--- src/rtl/l3_trace_dispatch_if.sv ---
`default_nettype none
// ============================================================================
// Module   : l3_trace_dispatch_if
// Brief    : Trace-in / command-out handshake bundle for l3_trace_dispatch.
// Revision : 1.0 - initial release
// ============================================================================
interface l3_trace_dispatch_if #(
    parameter int ADDR_W = 32,
    parameter int CNT_W  = 32
);
    logic              in_valid;
    logic              in_ready;
    logic [3:0]        in_op;
    logic [ADDR_W-1:0] in_addr;
    logic              out_valid;
    logic              out_ready;
    logic [3:0]        out_op;
    logic [ADDR_W-1:0] out_addr;
    logic [CNT_W-1:0]  out_seq;

    // Trace source and cache consumer side
    modport master (
        output in_valid, in_op, in_addr, out_ready,
        input  in_ready, out_valid, out_op, out_addr, out_seq
    );

    // Dispatcher side
    modport slave (
        input  in_valid, in_op, in_addr, out_ready,
        output in_ready, out_valid, out_op, out_addr, out_seq
    );
endinterface
`default_nettype wire

--- src/rtl/l3_trace_dispatch.sv ---
`default_nettype none
// ============================================================================
// Module   : l3_trace_dispatch
// Brief    : Trace FIFO that tags records with a sequence number, dispatches
//            cache ops 0-6 and turns ops 8/9 into in-order one-cycle pulses.
// Revision : 1.0 - initial release
// ============================================================================
module l3_trace_dispatch #(
    parameter int ADDR_W = 32,
    parameter int DEPTH  = 8,
    parameter int CNT_W  = 32
) (
    input  wire logic                     clk,
    input  wire logic                     rst,
    l3_trace_dispatch_if.slave            bus,
    output logic                          clear_pulse_o,
    output logic                          print_pulse_o,
    output logic [$clog2(DEPTH):0]        fifo_level_o,
    output logic [CNT_W-1:0]              cpu_count_o,
    output logic [CNT_W-1:0]              snoop_count_o,
    output logic [CNT_W-1:0]              illegal_count_o
);
    localparam int               PTR_W     = $clog2(DEPTH);
    localparam int               LVL_W     = PTR_W + 1;
    localparam logic [LVL_W-1:0] LVL_FULL  = LVL_W'(DEPTH);
    localparam logic [3:0]       OP_CLEAR  = 4'd8;
    localparam logic [3:0]       OP_PRINT  = 4'd9;
    localparam logic [3:0]       OP_MAXCMD = 4'd6;
    localparam logic [3:0]       OP_MAXCPU = 4'd2;

    logic [3:0]        op_mem   [DEPTH];
    logic [ADDR_W-1:0] addr_mem [DEPTH];
    logic [CNT_W-1:0]  seq_mem  [DEPTH];

    logic [PTR_W-1:0]  wr_ptr_q, rd_ptr_q;
    logic [LVL_W-1:0]  level_q, level_d;
    logic [CNT_W-1:0]  seq_q;
    logic [CNT_W-1:0]  cpu_cnt_q, snoop_cnt_q, ill_cnt_q;
    logic              clear_q, print_q;

    logic              w_accept, w_legal, w_push;
    logic              w_nonempty, w_head_cmd, w_head_ctl;
    logic              w_pop_cmd, w_pop;
    logic [3:0]        w_head_op;

    function automatic logic [CNT_W-1:0] sat_inc(input logic [CNT_W-1:0] v);
        return (v == {CNT_W{1'b1}}) ? v : v + 1'b1;
    endfunction

    assign bus.in_ready = (level_q != LVL_FULL);
    assign w_accept     = bus.in_valid && bus.in_ready;
    assign w_legal      = (bus.in_op <= OP_MAXCMD) || (bus.in_op == OP_CLEAR) ||
                          (bus.in_op == OP_PRINT);
    assign w_push       = w_accept && w_legal;

    // Only legal ops are stored, so a non-empty head is either a command or a control op
    assign w_head_op    = op_mem[rd_ptr_q];
    assign w_nonempty   = (level_q != '0);
    assign w_head_cmd   = w_nonempty && (w_head_op <= OP_MAXCMD);
    assign w_head_ctl   = w_nonempty && ((w_head_op == OP_CLEAR) || (w_head_op == OP_PRINT));
    assign w_pop_cmd    = w_head_cmd && bus.out_ready;
    assign w_pop        = w_pop_cmd || w_head_ctl;

    assign bus.out_valid = w_head_cmd;
    assign bus.out_op    = w_head_op;
    assign bus.out_addr  = addr_mem[rd_ptr_q];
    assign bus.out_seq   = seq_mem[rd_ptr_q];

    always_comb begin
        level_d = level_q;
        case ({w_push, w_pop})
            2'b10:   level_d = level_q + 1'b1;
            2'b01:   level_d = level_q - 1'b1;
            default: level_d = level_q;
        endcase
    end

    always_ff @(posedge clk) begin
        if (w_push) begin
            op_mem[wr_ptr_q]   <= bus.in_op;
            addr_mem[wr_ptr_q] <= bus.in_addr;
            seq_mem[wr_ptr_q]  <= seq_q;
        end
    end

    always_ff @(posedge clk or posedge rst) begin
        if (rst) begin
            wr_ptr_q    <= '0;
            rd_ptr_q    <= '0;
            level_q     <= '0;
            seq_q       <= '0;
            cpu_cnt_q   <= '0;
            snoop_cnt_q <= '0;
            ill_cnt_q   <= '0;
            clear_q     <= 1'b0;
            print_q     <= 1'b0;
        end else begin
            if (w_push)
                wr_ptr_q <= wr_ptr_q + 1'b1;
            if (w_pop)
                rd_ptr_q <= rd_ptr_q + 1'b1;
            level_q <= level_d;
            // Illegal ops still consume a sequence number
            if (w_accept)
                seq_q <= seq_q + 1'b1;
            if (w_accept && !w_legal)
                ill_cnt_q <= sat_inc(ill_cnt_q);
            if (w_pop_cmd && (w_head_op <= OP_MAXCPU))
                cpu_cnt_q <= sat_inc(cpu_cnt_q);
            else if (w_pop_cmd)
                snoop_cnt_q <= sat_inc(snoop_cnt_q);
            clear_q <= w_head_ctl && (w_head_op == OP_CLEAR);
            print_q <= w_head_ctl && (w_head_op == OP_PRINT);
        end
    end

    assign clear_pulse_o   = clear_q;
    assign print_pulse_o   = print_q;
    assign fifo_level_o    = level_q;
    assign cpu_count_o     = cpu_cnt_q;
    assign snoop_count_o   = snoop_cnt_q;
    assign illegal_count_o = ill_cnt_q;
endmodule
`default_nettype wire
--- src/flat_wrapper.sv ---
// flat-port wrapper written by rule: the top's interface ports become plain ports
module l3_trace_dispatch_flat 
#(
    parameter int ADDR_W = 32,
    parameter int DEPTH  = 8,
    parameter int CNT_W  = 32
)
  (clk, rst, clear_pulse_o, print_pulse_o, fifo_level_o, cpu_count_o, snoop_count_o, illegal_count_o, bus_in_valid, bus_in_op, bus_in_addr, bus_out_ready, bus_in_ready, bus_out_valid, bus_out_op, bus_out_addr, bus_out_seq);
  l3_trace_dispatch_if #(.ADDR_W(ADDR_W), .CNT_W(CNT_W)) bus_i ();
  input  wire logic clk;
  input  wire logic rst;
  output logic clear_pulse_o;
  output logic print_pulse_o;
  output logic [$clog2(DEPTH):0] fifo_level_o;
  output logic [CNT_W-1:0] cpu_count_o;
  output logic [CNT_W-1:0] snoop_count_o;
  output logic [CNT_W-1:0] illegal_count_o;
  input wire logic [$bits(bus_i.in_valid)-1:0] bus_in_valid;
  input wire logic [$bits(bus_i.in_op)-1:0] bus_in_op;
  input wire logic [$bits(bus_i.in_addr)-1:0] bus_in_addr;
  input wire logic [$bits(bus_i.out_ready)-1:0] bus_out_ready;
  output wire logic [$bits(bus_i.in_ready)-1:0] bus_in_ready;
  output wire logic [$bits(bus_i.out_valid)-1:0] bus_out_valid;
  output wire logic [$bits(bus_i.out_op)-1:0] bus_out_op;
  output wire logic [$bits(bus_i.out_addr)-1:0] bus_out_addr;
  output wire logic [$bits(bus_i.out_seq)-1:0] bus_out_seq;
  assign bus_i.in_valid = bus_in_valid;
  assign bus_i.in_op = bus_in_op;
  assign bus_i.in_addr = bus_in_addr;
  assign bus_i.out_ready = bus_out_ready;
  assign bus_in_ready = bus_i.in_ready;
  assign bus_out_valid = bus_i.out_valid;
  assign bus_out_op = bus_i.out_op;
  assign bus_out_addr = bus_i.out_addr;
  assign bus_out_seq = bus_i.out_seq;
  l3_trace_dispatch #(.ADDR_W(ADDR_W), .DEPTH(DEPTH), .CNT_W(CNT_W)) u_core (.clk(clk), .rst(rst), .bus(bus_i), .clear_pulse_o(clear_pulse_o), .print_pulse_o(print_pulse_o), .fifo_level_o(fifo_level_o), .cpu_count_o(cpu_count_o), .snoop_count_o(snoop_count_o), .illegal_count_o(illegal_count_o));
endmodule
--- config.mk ---
export PLATFORM = sky130hd
export DESIGN_NAME = l3_trace_dispatch_flat
export DESIGN_NICKNAME = d
export VERILOG_FILES = /design/src/rtl/l3_trace_dispatch_if.sv /design/src/rtl/l3_trace_dispatch.sv /design/src/flat_wrapper.sv
export SDC_FILE = /design/constraint.sdc
export NUM_CORES = 1
export LEC_CHECK = 0
export BUFFER_PORTS_ARGS = -buffer_cell sky130_fd_sc_hd__buf_2
export CORE_ASPECT_RATIO = 1.5
export CORE_MARGIN = 2
export CORE_UTILIZATION = 60
export CTS_CLUSTER_SIZE = 16
export DETAILED_ROUTE_END_ITERATION = 16
export PLACE_DENSITY = 0.8
export SLEW_MARGIN = 20
export SYNTH_ARGS = -nofsm -noshare
export SYNTH_HDL_FRONTEND = slang
export SYNTH_SLANG_ARGS = --single-unit
--- constraint.sdc ---
create_clock -name clk -period 13.2 [get_ports clk]
set_clock_uncertainty 0.05 [all_clocks]
set_input_delay 1.32 -clock clk [delete_from_list [all_inputs] [get_ports clk]]
set_output_delay 1.32 -clock clk [all_outputs]
set_load 0.01 [all_outputs]
==> impl_metrics.ini <==
[worst_setup_path]
critPathRequiredTime_ns = 11.83
r2r_slack_ns = 8.88
cp-end-kind = primary output
crit_arrival_ns = 3.60
reg2reg_from = u_core.rd_ptr_q[0]
worstRegToRegCells = 13
path_class = register to primary output
cp-start-kind = register
startpoint = u_core.rd_ptr_q[1]
r2r-end = u_core.fifo_level_o[3]
critPathMaxFanout = 76

[finish]
stdcell_count = 2296
fin_nets = 1712
final_cell_area_um2 = 30900
fillers = 2803
layout-drive-gt1-share_pct = 32.2
syn2layout_area_growth_pct = 14.3

[pwr]
pwr-share-clk_pct = 29.5
pwr-share-seq_pct = 44.2
internal_power_uw = 4340
leakage_uw = 0.0113
combPwrFrac_pct = 26.3
power_density_nw_per_um2 = 199
ir_worst_vdd_mv = 0.156
power.total_uw = 6150
p_switching_uw = 1810
switching_share_pct = 29.4

[global_route]
grt_pass1_vias = 14900
grt_max_degree = 127
grt_pass1_wl_mm = 86.5
grt.total_usage_pct = 24.3
grt_antenna_before_repair = 5
grt_remaining_overflow = 0

[place]
gp_congestion = 0.805
port-buffer-count = 211
place_hpwl_mm = 31.7
place_area_um2 = 28900
dpl.cell_count = 2182

[yosys]
synth_edf_count = 544
synth_area_per_cell_um2 = 19.1
synth.most_common_cell = edfxtp_1
ys_top_cells_by_area = edfxtp_1 60%, dfrtp_1 13%, mux4_2 11%, mux2_2 2.8%, xnor2_1 2.2%
synth-async-reset-ratio_pct = 20.5
yosys_register_bits = 684
yosysTopAreaCell = edfxtp_1
ys_seq_area_share_pct = 73.3
synthTopCellsByCount = 544 x edfxtp_1, 140 x dfrtp_1, 135 x mux4_2
synth_nets = 1467
synthCells = 1417
synth_ff_type = edfxtp_1
synthDistinctLibCells = 52
yosysWarnings = 0
synth_top_area_share_pct = 60.3
netlist_area_um2 = 27100

[die]
die-area_um2 = 46900
die_w_um = 177
start_util_pct = 60.6
fp.coreArea_um2 = 44700
die_y_um = 264
rows = 95
io_pins = 212

[detailed_routing]
ant_nets = 0
drc_errors = 0
drt_iter0_markers = 1088
vias = 14000
dr.pass1.iters = 4
drt-total-wl_mm = 57.4
viasPerCell = 6.11
routedWlPerCell_um = 25.0

[clock_tree]
cts_setup_buffers = 0
cts_hold_buf = 0
path_clk_slew_ns = 0.06
cts_buffers = 59
clock_path_buffers = 3
h-tree-depth = 2
cts_tree = yes
root_buffer = clkbuf_16
ctsResizeCount = 0
clk_latency_ns = 0.60
cts_sinks = 684

[min_path]
holdCritStartpoint = u_core.snoop_count_o[23]
hold_depth = 1
hold_path.class = register to register
hold_end = u_core.snoop_count_o[23]

[run]
drv_cap = 0

[sta]
finalHoldViolCount = 0
relSlewSlack_pct = 26.3
setup_viol = 0
worst_slew_pin_slew_ns = 1.11
min_period_ns = 4.97
fmax_ghz = 0.201
fin_setup_tns_ns = 0
min_period_over_period_pct = 37.6
rsz0062_at_grt = no
slew_violations = 0

[outcome]
status = completed
## power by group through the flow
stage / logic (uW) / clock network, uW / registers, uW
global route: 1730 / 1910 / 2740
finish: 1620 / 1810 / 2720
global placement: 1590 / 0 / 2740
floorplan: 1170 / 0 / 2670
CTS: 1630 / 1830 / 2720
detailed placement: 1620 / 0 / 2760
## registers in the layout, summed over array words and instances (netlist names), 3 cells and up
| signal | cells |
|---|---|
| u_core.snoop_count_o | 32 |
| u_core.rd_ptr_q | 3 |
| u_core.illegal_count_o | 32 |
| u_core.op_mem | 32 |
| u_core.addr_mem | 256 |
| u_core.cpu_count_o | 32 |
| u_core.fifo_level_o | 4 |
| u_core.seq_q | 32 |
| u_core.seq_mem | 256 |
| u_core.wr_ptr_q | 3 |
## cell usage in the layout, fill, tap and decap left out, types with 10 or more instances in the layout
master     Yosys  final
and2_1        11     11
and3_1        15     15
and4_1        13     13
buf_2         17    211
buf_4          0     17
bufinv_16      0     11
clkbuf_16      0     59
clkinv_1       0     10
dfrtp_1      140    137
edfxtp_1     544    544
inv_1         20     19
mux2_2        67     67
mux4_2       135    135
nand2_1       70     70
nand3_1       41     41
nand4_1       36     36
nor2_1        41     35
nor3_1        28     25
nor4_1        18     18
xnor2_1       69     68
xor2_1        62     62
## cell families after synthesis
family / share of synthesized area [%]
buf+inv: 1.08
fa+ha+maj: 0.490
mux: 14.4
simple gates: 5.85
xor+xnor: 4.24
compound gates: 0.638
flops: 73.3
## worst max path at each step
stage | to | slack [ns] | cells past startpoint
global placement | u_core.addr_mem[5][29] | 8.61 | 7
floorplan | u_core.addr_mem[0][0] | 5.88 | 5
detailed placement | u_core.addr_mem[5][26] | 8.58 | 7
global route | bus_out_seq[3] | 8.15 | 4
finish | bus_out_seq[3] | 8.23 | 4
CTS | bus_out_valid | 8.10 | 6
## final cells by class
cell class | count | area, um2 | area share (%)
Antenna cell | 4 | 10.0 | 0.0323
Clock buffer | 69 | 1520 | 4.92
Clock inverter | 40 | 508 | 1.64
Inverter | 20 | 80.1 | 0.259
Multi-Input combinational cell | 667 | 7010 | 22.7
Sequential cell | 684 | 19900 | 64.1
Tap cell | 582 | 728 | 2.35
Timing Repair Buffer | 230 | 1230 | 3.98
## routing by layer
layer / global-route usage (%) / routed length, um / part of all wire [%]
met3: 4.27 / 3550 / 6.2
met1: 31.6 / 22000 / 38
met4: 7.18 / 1220 / 2.1
met2: 42.1 / 30600 / 53
met5: 0 / 13 / 0.023
## through the flow
step | hold WS (ns) | utilization [%] | worst slack [ns]
after floorplan | 0.435 | - | 5.88
after global placement | 0.422 | 64.6 | 8.61
after detailed placement | 0.424 | 64.6 | 8.58
after CTS | 0.437 | 69.1 | 8.10
after global routing | 0.459 | 69.2 | 8.15
final | 0.441 | 69.2 | 8.23
## worst max-delay path, stage by stage (launching register included)
cell	delay, ns
dfrtp_4	1.04
buf_4	0.98
mux4_2	0.44
mux2_2	0.34
buf_2	0.16
Power figures use the tool's default switching activity.
